File: src/rtl/detect_event_monitor_if.sv
// Snapshot handshake between the event monitor (master) and its consumer (slave).
interface detect_event_monitor_if #(
  parameter int CNT_W = 8
) ();
  logic             snap_valid;
  logic             snap_ready;
  logic [CNT_W-1:0] snap_count;
  logic             snap_sat;

  modport master (
    output snap_valid,
    output snap_count,
    output snap_sat,
    input  snap_ready
  );

  modport slave (
    input  snap_valid,
    input  snap_count,
    input  snap_sat,
    output snap_ready
  );
endinterface

File: src/rtl/detect_event_monitor.sv
// Windowed match counter behind the sequence detector, with snapshot port, threshold irq and overrun flag.
// Optional DET_MON_EDGE_EN: count only 0->1 transitions of det_in instead of every high cycle.
//
// state  | meaning
// -------+-------------------------------------------------
// S_IDLE | monitor off; live count and window counter held at 0
// S_RUN  | counting matches over windows of WINDOW cycles
module detect_event_monitor #(
  parameter int          CNT_W  = 8,
  parameter int          WIN_W  = 16,
  parameter int unsigned WINDOW = 1000
) (
  input  logic                   clk,
  input  logic                   arstn,
  input  logic                   det_in,
  input  logic                   en,
  input  logic [CNT_W-1:0]       thresh,
  input  logic                   clr_ovr,
  output logic                   snap_ovr,
  output logic                   irq,
  output logic                   busy,
  detect_event_monitor_if.master snap
);

  localparam logic [WIN_W-1:0] WIN_LAST = WIN_W'(WINDOW - 1);
  localparam logic [CNT_W-1:0] CNT_MAX  = {CNT_W{1'b1}};

  typedef enum logic {S_IDLE, S_RUN} state_t;

  state_t state_q, state_d;

  logic [CNT_W-1:0] live_cnt_q, cnt_nxt;
  logic             sat_q, sat_nxt;
  logic [WIN_W-1:0] win_cnt_q;
  logic             armed_q;
  logic             irq_q;
  logic             snap_valid_q;
  logic [CNT_W-1:0] snap_count_q;
  logic             snap_sat_q;
  logic             ovr_q;

  logic active, evt, win_end, load, irq_fire;

  always_ff @(posedge clk or negedge arstn) begin
    if (!arstn) state_q <= S_IDLE;
    else        state_q <= state_d;
  end

  always_comb begin
    state_d = state_q;
    case (state_q)
      S_IDLE:  if (en)  state_d = S_RUN;
      S_RUN:   if (!en) state_d = S_IDLE;
      default: state_d = S_IDLE;
    endcase
  end

  // A RUN cycle with en low is the exit cycle: its partial window is thrown away.
  assign active = (state_q == S_RUN) && en;

`ifdef DET_MON_EDGE_EN
  logic det_prev_q;

  always_ff @(posedge clk or negedge arstn) begin
    if (!arstn) det_prev_q <= 1'b0;
    else        det_prev_q <= active ? det_in : 1'b0;
  end

  assign evt = active && det_in && !det_prev_q;
`else
  assign evt = active && det_in;
`endif

  assign cnt_nxt  = (evt && (live_cnt_q != CNT_MAX)) ? live_cnt_q + 1'b1 : live_cnt_q;
  assign sat_nxt  = sat_q | (evt && (live_cnt_q == CNT_MAX));
  assign win_end  = active && (win_cnt_q == WIN_LAST);
  assign load     = win_end && (!snap_valid_q || snap.snap_ready);
  assign irq_fire = active && armed_q && (thresh != '0) && (cnt_nxt >= thresh);

  always_ff @(posedge clk or negedge arstn) begin
    if (!arstn) begin
      live_cnt_q <= '0;
      sat_q      <= 1'b0;
      win_cnt_q  <= '0;
      armed_q    <= 1'b1;
    end else if (!active || win_end) begin
      live_cnt_q <= '0;
      sat_q      <= 1'b0;
      win_cnt_q  <= '0;
      armed_q    <= 1'b1;
    end else begin
      live_cnt_q <= cnt_nxt;
      sat_q      <= sat_nxt;
      win_cnt_q  <= win_cnt_q + 1'b1;
      armed_q    <= armed_q & ~irq_fire;
    end
  end

  always_ff @(posedge clk or negedge arstn) begin
    if (!arstn) begin
      irq_q        <= 1'b0;
      snap_valid_q <= 1'b0;
      snap_count_q <= '0;
      snap_sat_q   <= 1'b0;
      ovr_q        <= 1'b0;
    end else begin
      irq_q <= irq_fire;
      if (load) begin
        snap_valid_q <= 1'b1;
        snap_count_q <= cnt_nxt;
        snap_sat_q   <= sat_nxt;
      end else if (snap_valid_q && snap.snap_ready) begin
        snap_valid_q <= 1'b0;
      end
      // A dropped window end outranks a simultaneous clear.
      if (win_end && !load) ovr_q <= 1'b1;
      else if (clr_ovr)     ovr_q <= 1'b0;
    end
  end

  assign snap.snap_valid = snap_valid_q;
  assign snap.snap_count = snap_count_q;
  assign snap.snap_sat   = snap_sat_q;
  assign snap_ovr        = ovr_q;
  assign irq             = irq_q;
  assign busy            = (state_q == S_RUN);

endmodule

File: src/flat_wrapper.sv
// flat-port wrapper written by rule: the top's interface ports become plain ports
module detect_event_monitor_flat 
#(
  parameter int          CNT_W  = 8,
  parameter int          WIN_W  = 16,
  parameter int unsigned WINDOW = 1000
)
  (clk, arstn, det_in, en, thresh, clr_ovr, snap_ovr, irq, busy, snap_snap_valid, snap_snap_count, snap_snap_sat, snap_snap_ready);
  detect_event_monitor_if #(.CNT_W(CNT_W)) snap_i ();
  input  logic clk;
  input  logic arstn;
  input  logic det_in;
  input  logic en;
  input  logic [CNT_W-1:0] thresh;
  input  logic clr_ovr;
  output logic snap_ovr;
  output logic irq;
  output logic busy;
  output wire logic [$bits(snap_i.snap_valid)-1:0] snap_snap_valid;
  output wire logic [$bits(snap_i.snap_count)-1:0] snap_snap_count;
  output wire logic [$bits(snap_i.snap_sat)-1:0] snap_snap_sat;
  input wire logic [$bits(snap_i.snap_ready)-1:0] snap_snap_ready;
  assign snap_snap_valid = snap_i.snap_valid;
  assign snap_snap_count = snap_i.snap_count;
  assign snap_snap_sat = snap_i.snap_sat;
  assign snap_i.snap_ready = snap_snap_ready;
  detect_event_monitor #(.CNT_W(CNT_W), .WIN_W(WIN_W), .WINDOW(WINDOW)) u_core (.clk(clk), .arstn(arstn), .det_in(det_in), .en(en), .thresh(thresh), .clr_ovr(clr_ovr), .snap_ovr(snap_ovr), .irq(irq), .busy(busy), .snap(snap_i));
endmodule
File: config.mk
export PLATFORM = sky130hd
export DESIGN_NAME = detect_event_monitor_flat
export DESIGN_NICKNAME = d
export VERILOG_FILES = /design/src/rtl/detect_event_monitor_if.sv /design/src/rtl/detect_event_monitor.sv /design/src/flat_wrapper.sv
export SDC_FILE = /design/constraint.sdc
export NUM_CORES = 1
export LEC_CHECK = 0
export BUFFER_PORTS_ARGS = -buffer_cell sky130_fd_sc_hd__buf_2
export CORE_ASPECT_RATIO = 1.5
export CORE_MARGIN = 3
export CORE_UTILIZATION = 51
export CTS_CLUSTER_DIAMETER = 30
export DETAILED_ROUTE_END_ITERATION = 16
export GPL_ROUTABILITY_DRIVEN = 0
export PLACE_DENSITY = 0.73
export SYNTH_ARGS = -nofsm -noshare
export SYNTH_HDL_FRONTEND = slang
export SYNTH_SLANG_ARGS = --single-unit
File: constraint.sdc
create_clock -name clk -period 2.32 [get_ports clk]
set_clock_uncertainty 0.2 [all_clocks]
set_input_delay 0.116 -clock clk [delete_from_list [all_inputs] [get_ports clk]]
set_output_delay 0.116 -clock clk [all_outputs]
set_load 0.01 [all_outputs]
## After elaboration in Yosys (flattened, before gate mapping)

Index checks and enable logic that the tools add are counted.

- Register bits after elaboration: 39
- Input bits: 14
- Output and inout port bits: 13
- Word-level logic and storage cells: 48

- $add $sub $neg: 2
- $lt $le $gt $ge: 1
- Equal/unequal tests: 3
- Muxes and demuxes: 10
- Bitwise logic cells: 3
- Reductions and logical operators: 19

Operators with widths:

| cell | count |
|---|---|
| $add 16x1->16 const B | 1 |
| $eq 16x10->1 const B | 1 |
| $mux 16 | 1 |
| $mux 8 | 2 |
| $logic_and 1x1->1 | 11 |
| $add 8x1->8 const B | 1 |
| $eq 8x8->1 const B | 1 |
| $ge 8x8->1 | 1 |
| $ne 8x8->1 const B | 1 |
| $reduce_bool 8->1 | 1 |
| $mux 1 | 7 |
| $reduce_bool 2->1 | 2 |
| $logic_not 1->1 | 3 |
| $logic_or 1x1->1 | 2 |
| $and 1x1->1 | 1 |
| $not 1->1 | 1 |
| $or 1x1->1 | 1 |

## Longest topological paths before layout

Gate-level depths: netlist of run 1.

- Word-level depth: 9
- Mapped depth: 10
- Mapped depth without buffers: 10

## Least setup slack after synthesis of run 1

Ideal clock, no wire load.

- Path kind: reg2reg
- Start point: register u_core.live_cnt_q[0]
- End point: register u_core.armed_q
- Library setup time: 0.061 ns
- Arrival: 2.175 ns
- Required time: 2.059 ns
- Slack: -0.116 ns
- Stages on the path, launching flop included: 10
- Buffers on the path: 0
- Period minus slack after synthesis: 2.436 ns
- Cell sequence: dfrtp_1 > ha_1 > nand3_1 > nor2_1 > and3_1 > mux2_2 > ha_1 > a21o_1 > a211oi_1 > a221o_1

- Longest elaborated chain between the ends: 8
- Elaborated cells on any way between the ends: 9
- Classes of those cells: add/sub (1); order compare (1); eq/ne (1); mux (2); bitwise (2); reduce/logical (2)

Ends and longest elaborated chain:

| item | line | source |
|---|---|---|
| start: declaration | detect_event_monitor.sv:32 | `logic [CNT_W-1:0] live_cnt_q, cnt_nxt;` |
| start signal: assignment | detect_event_monitor.sv:92 | `live_cnt_q <= cnt_nxt;` |
| branches (longest 2 deep; another with $add 8x1->8) | n/a |  |
| $mux 8 * | detect_event_monitor.sv:74 | `assign cnt_nxt = (evt && (live_cnt_q != CNT_MAX)) ? live_cnt_q + 1'b1 : live_cnt_q;` |
| named net u_core.cnt_nxt[6] | detect_event_monitor.sv:32 |  |
| $ge 8x8->1 * | detect_event_monitor.sv:78 | `assign irq_fire = active && armed_q && (thresh != '0) && (cnt_nxt >= thresh);` |
| $logic_and 1x1->1 * | detect_event_monitor.sv:78 |  |
| $not 1->1 * | detect_event_monitor.sv:95 | `armed_q <= armed_q & ~irq_fire;` |
| $and 1x1->1 * | detect_event_monitor.sv:95 |  |
| $mux 1 * | detect_event_monitor.sv:86 | `end else if (!active \|\| win_end) begin` |
| end signal: assignment | detect_event_monitor.sv:95 |  |
| end: declaration | detect_event_monitor.sv:35 | `logic armed_q;` |

Mark *: on every way through the listed nets, which the timed path passes.
A chain may end at the register's enable or synchronous reset.

## Worst setup path after layout of run 1

Same ends and word-level chain as after synthesis.

==> results.toml, run 1 <==
[synthesis]
yosys.area.top_type = "dfrtp_1"
avgSynthCellArea_sq_um = 10.5
synth_top_area_share_pct = 48.4
yosys-top-cells-area = "dfrtp_1 48%, ha_1 6.4%, xor2_1 6.2%, mux2_2 5.2%, nor2_1 5.2%"
syn_inst = 187
yosysUniqueCellTypes = 32
yosys_register_bits = 39
yosysSeqAreaShare_pct = 49.7
syn_area_sq_um = 1960
syn_nets = 211
synth_warnings = 0

[cts]
cts_sinks = 39
insertion_delay_ns = 0.29
clockBufferDepth = 2
cts_root_buf = "clkbuf_8"
clk_pin_slew_ns = 0.08
cts_tree = "done"
htreeDepth = 2
numCtsBuffers = 5

[sta]
slew-limit-headroom_pct = 42.6
layout_setup_ws_ns = -0.137
drv_slew = 0
setup_tns_ns = -0.240
hold_violations = 0
rsz0062_at_grt = "true"
max_freq_ghz = 0.407
setup_viol = 2
period_share_pct = 106
worstMarginPinSlew_ns = 0.861
finalWorstPathRequiredPeriod_ns = 2.46

[worst_setup_path]
rr_worst_depth = 9
cp-start-kind = "flop"
crit_path_end_kind = "flop"
timing.rr.start = "u_core.live_cnt_q[0]"
cp.required_ns = 2.34
slowest_delay_ns = 0.37
worstPathCellList = "ha_2, nand3_2, nor2_2, and3_1, mux2_4, ha_4, and3_1, o211ai_1, a221o_1"
worstPathBufferInverterCount = 0
worstPathArrival_ns = 2.48
slowest_stage = "dfrtp_1"
crit_top_cell = "and3_1"
crit_fanout = 3
r2r_end = "u_core.armed_q"
path_delay_family = "simple AND/OR/NAND/NOR gates"
critical_path_class = "reg2reg"
ff2ff_setup_slack_ns = -0.14

[finish]
fillers = 282
final_net_count = 267
final_area_sq_um = 2510
fin_util_pct = 68.1
drive_gt1_share_pct = 33.2
finalNonFillerCells = 287
seq_area_sq_um = 980
final_common_cell = "dfrtp_1"
synthToLayoutAreaGrowth_pct = 27.7
n_antenna_cell = 0
multi_input_area_sq_um = 1000
mostFrequentLayoutCells = "36 x dfrtp_1, 26 x buf_2, 25 x nor2_1"

[drt]
wl_um = 4590
antenna_left = 0
route.detailed.drc = 0
drtIter0Drc = 47
viasPerCell = 5.54
wl_per_cell_um = 16.0
first_pass_iters = 4
vias = 1590

[pwr]
p_per_area_nw_per_um2 = 503
p_leak_nw = 1.29
worst_ir_drop_vdd_uv = 449
power_w = 0.00126

[global_route]
grt_pass1_vias = 1626
grt_max_degree = 40
grt_pass1_wl_um = 7290
grt_antenna_before_repair = 0
grt_use_total_pct = 20.9
grt_overflow_total = 0

[place]
place_inst = 270
placed_area_sq_um = 2280
dp_hpwl_um = 3210
io_buffers = 26

[hold_path]
whs_endpoint = "u_core.irq"
hp-class = "in2reg"
min_path_cells = 4
hold_start = "thresh[3]"

[die]
start_util_pct = 53.3
coreArea_sq_um = 3680
die_w_um = 56.7
io_pins = 27
row_count = 27
die_area_sq_um = 4650
die_y_um = 82.0

[outcome]
status = "complete, but fails checks"
violations = "negative setup slack"

[flow_run]
drv_cap = 0
-- sequential cells by signal, indices dropped and copies added, names as in the netlist --
signal,cells
u_core.irq,1
u_core.busy,1
u_core.snap.snap_valid,1
u_core.snap.snap_sat,1
u_core.armed_q,1
u_core.snap.snap_count,8
u_core.live_cnt_q,8
u_core.snap_ovr,1
u_core.win_cnt_q,16
u_core.sat_q,1
-- how the worst max path moves through the flow --
stage                    startpoint              to  depth (start not counted)  slack (ns)
6_report       u_core.live_cnt_q[0]  u_core.armed_q                          9       -0.14
5_1_grt        u_core.live_cnt_q[1]  u_core.armed_q                          9       -0.22
4_1_cts        u_core.live_cnt_q[0]  u_core.armed_q                          8       -0.07
3_5_place_dp   u_core.live_cnt_q[1]      u_core.irq                          9       -0.16
3_3_place_gp   u_core.live_cnt_q[1]  u_core.armed_q                          8       -0.07
2_1_floorplan  u_core.live_cnt_q[0]  u_core.armed_q                          9       -0.08
-- cells by family after synthesis --
| kind of cell | synth area share [%] |
|---|---|
| AND/OR/NAND/NOR | 20.9 |
| flip-flops | 49.7 |
| XOR/XNOR | 7.58 |
| AO/OA/AOI/OAI | 5.61 |
| buffers and inverters | 3.12 |
| multiplexers | 6.69 |
| adder cells (fa/ha/maj) | 6.37 |
-- metrics by stage --
| step | worst slack (ns) | hold WS [ns] |
|---|---|---|
| after global routing | -0.215 | 0.0747 |
| after detailed placement | -0.160 | 0.0744 |
| final | -0.137 | 0.0835 |
| after CTS | -0.0699 | 0.0549 |
| after floorplan | -0.0751 | -0.380 |
| after global placement | -0.0653 | 0.0558 |
-- per-layer routing --
metal | vias up | GRT usage (%) | wire, um
met5 | - | 0 | 0
met4 | 0 | 10.5 | 133
met3 | 10 | 4.72 | 141
met2 | 30 | 40.4 | 2650
met1 | 794 | 20.5 | 1670
li1 | 756 | - | -
-- worst register-to-register path, cell delays in order (launching register included) --
cell	delay, ns
dfrtp_1	0.37
ha_2	0.23
nand3_2	0.10
nor2_2	0.12
and3_1	0.18
mux2_4	0.33
ha_4	0.27
and3_1	0.16
o211ai_1	0.11
a221o_1	0.31
-- final cells by class --
class / count / share of cell area (%)
multi-input cells: 134 / 40.0
clock buffers: 8 / 3.99
inverters: 12 / 1.80
flip-flops and latches: 39 / 39.1
well taps: 43 / 2.14
repair buffers: 51 / 13.1
-- cells in the mapped netlist --
master / number
dfrtp_1: 38
nor2_1: 27
xor2_1: 14
inv_1: 12
nand3_1: 11
ha_1: 10
nand2_1: 10
mux2_2: 9
and2_1: 8
a21oi_1: 5
and3_1: 5
nor3_1: 4
a211oi_1: 3
and4_1: 3
mux2i_1: 3
nand2b_1: 3
nand4_1: 3
xnor2_1: 3
a41o_1: 2
nor4_1: 2
a21o_1: 1
a221o_1: 1
a31oi_1: 1
and4_4: 1
buf_2: 1
buf_6: 1
dfstp_2: 1
nand4_4: 1
o211ai_1: 1
o21ai_0: 1
o22ai_1: 1
or2_1: 1
-- report_power, final --
part	total, W	internal [W]	switching, W	leakage, nW
logic	0.0000754	0.0000300	0.0000454	0.711
registers	0.000685	0.000683	0.00000215	0.525
clock network	0.000502	0.000271	0.000231	0.0515
total	0.00126	0.000984	0.000278	1.29
-- timing repair --
action	CTS	global route
setup endpoints to repair	2	3
pin swaps	10	3
hold buffers	4	0
buffers inserted	3	2
endpoints found under the hold margin	41	0
gates cloned	0	0
gates resized for setup	3	10
(Power assumes the default switching activity.)
==> inputs of run 2 (changes only) <==
--- a/config.mk
+++ b/config.mk
@@ -8,11 +8,12 @@
 export BUFFER_PORTS_ARGS = -buffer_cell sky130_fd_sc_hd__buf_2
 export CORE_ASPECT_RATIO = 1.5
 export CORE_MARGIN = 3
-export CORE_UTILIZATION = 51
+export CORE_UTILIZATION = 53
+export CTS_BUF_LIST = sky130_fd_sc_hd__clkbuf_4 sky130_fd_sc_hd__clkbuf_8
 export CTS_CLUSTER_DIAMETER = 30
 export DETAILED_ROUTE_END_ITERATION = 16
 export GPL_ROUTABILITY_DRIVEN = 0
-export PLACE_DENSITY = 0.73
+export PLACE_DENSITY = 0.75
 export SYNTH_ARGS = -nofsm -noshare
 export SYNTH_HDL_FRONTEND = slang
 export SYNTH_SLANG_ARGS = --single-unit
==> results.toml, run 2 (same netlist as run 1, synthesis figures left out) <==
[pwr]
p_clk_share_pct = 43.8
p_leak_nw = 1.30
seqPwrFrac_pct = 50.7
power_w = 0.00135
p_sw_share_pct = 21.5
intPower_w = 0.00106
p_sw_w = 0.000290
worst_ir_drop_vdd_uv = 513
combinationalPowerShare_pct = 5.4
p_per_area_nw_per_um2 = 538

[drt]
antenna_left = 0
route.detailed.drc = 0
viasPerCell = 5.51
wl_per_cell_um = 15.2
wl_um = 4390
drtIter0Drc = 57
first_pass_iters = 4
vias = 1586

[die]
start_util_pct = 56.4
io_pins = 27
coreArea_sq_um = 3480
die_area_sq_um = 4490
row_count = 26
die_y_um = 80.6
die_w_um = 55.7

[sta]
setup_viol = 2
fin_hold_ws_ns = 0.0976
period_share_pct = 106
layout_setup_ws_ns = -0.146
slew-limit-headroom_pct = 42.5
hold_violations = 0
rsz0062_at_grt = "true"
finalWorstPathRequiredPeriod_ns = 2.47
drv_slew = 0
worstMarginPinSlew_ns = 0.862
max_freq_ghz = 0.406

[worst_setup_path]
path_delay_family = "compound AO/OA/AOI/OAI gates"
slowest_stage = "dfrtp_1"
path_depth = 11
worstPathCellList = "ha_2, buf_4, buf_4, nand4_1, a21oi_1, mux2i_1, ha_1, a211oi_2, o21ai_1, o211ai_1, a221o_1"
crit_fanout = 3
crit_path_end_kind = "flop"
crit_top_cell = "buf_4"
slowest_delay_ns = 0.39
critical_path_class = "reg2reg"
cp-start-kind = "flop"
worstPathBufferInverterCount = 2
cp.required_ns = 2.35
timing.rr.start = "u_core.live_cnt_q[0]"
startpoint = "u_core.live_cnt_q[0]"
rr_worst_depth = 11
worstPathArrival_ns = 2.49

[cts]
htreeDepth = 2
cts_sinks = 39
cts_tree = "done"
insertion_delay_ns = 0.30
cts_root_buf = "clkbuf_8"
clockBufferDepth = 2
numCtsBuffers = 5
clk_pin_slew_ns = 0.07

[finish]
fin_util_pct = 72.0
synthToLayoutAreaGrowth_pct = 27.6
mostFrequentLayoutCells = "37 x dfrtp_1, 26 x buf_2, 25 x nor2_1"
final_net_count = 269
finalNonFillerCells = 288
largest_reg_flops = 16
n_antenna_cell = 0
final_area_sq_um = 2510
fillers = 246
largest_register = "u_core.win_cnt_q"
final_common_cell = "dfrtp_1"
drive_gt1_share_pct = 31.7

[hold_path]
min_path_cells = 4
hp-class = "in2reg"
hold_start = "thresh[5]"

[global_route]
grt_overflow_total = 0
grt_pass1_wl_um = 7560
grt_pass1_vias = 1724
grt_use_total_pct = 22.3
grt_max_degree = 40
grt_antenna_before_repair = 0

[flow_run]
drv_cap = 0

[outcome]
status = "complete, but fails checks"
violations = "negative setup slack"

[place]
io_buffers = 26
dp_hpwl_um = 3130
place_inst = 269
placed_area_sq_um = 2280
run 2: final cells by class:
class                      count  area (sq um)  share of cell area (%)
sequential                    39           978                    39.0
clock inverter                 2          35.0                    1.40
multi-input combinational    134           970                    38.7
tap                           42          52.6                    2.10
timing repair buffer          53           343                    13.7
clock buffer                   6          82.6                    3.30
inverter                      12          45.0                    1.80
run 2: per-layer routing:
metal / part of all wire [%] / routed length, um / global-route usage [%] / vias up
met1: 37 / 1600 / 21.7 / 770
met2: 55 / 2410 / 40.6 / 36
met3: 3.9 / 171 / 5.47 / 21
li1: - / - / - / 759
met5: 0 / 0 / 0 / -
met4: 4.7 / 204 / 15.3 / 0
run 2: final timing paths:
path / to / slack (ns)
setup / recovery: u_core.armed_q / -0.15
hold / removal: u_core.irq / 0.1
setup reg to reg: u_core.armed_q / -0.15
hold reg to reg: u_core.win_cnt_q[0] / 0.26
max in group asynchronous: u_core.busy / 1.05
min in group asynchronous: u_core.irq / 0.27
run 2: timing repair:
item	CTS	global route
buffers inserted	6	1
gates resized for setup	4	1
setup endpoints to repair	2	2
endpoints found under the hold margin	41	0
hold buffers	4	0
pin swaps	10	1
run 2: metrics by stage:
step	TNS, ns	setup WS (ns)
final	-0.255	-0.146
after global routing	-0.464	-0.247
after CTS	-0.167	-0.101
after detailed placement	-0.233	-0.127
after global placement	-0.0749	-0.0679
after floorplan	-0.0751	-0.0751
run 2: power groups by stage:
stage | clock [W] | sequential (W) | combinational [W]
final | 0.000591 | 0.000685 | 0.0000732
after global routing | 0.000633 | 0.000685 | 0.0000831
after CTS | 0.000605 | 0.000684 | 0.0000743
after detailed placement | 0 | 0.000698 | 0.0000676
after global placement | 0 | 0.000698 | 0.0000641
after floorplan | 0 | 0.000699 | 0.0000264
run 2: worst register-to-register path, stage by stage (launching register included):
cell and delay [ns]:
dfrtp_1 0.39, ha_2 0.22, buf_4 0.14, buf_4 0.12, nand4_1 0.10, a21oi_1 0.05, mux2i_1 0.34, ha_1 0.24
a211oi_2 0.07, o21ai_1 0.07, o211ai_1 0.14, a221o_1 0.32
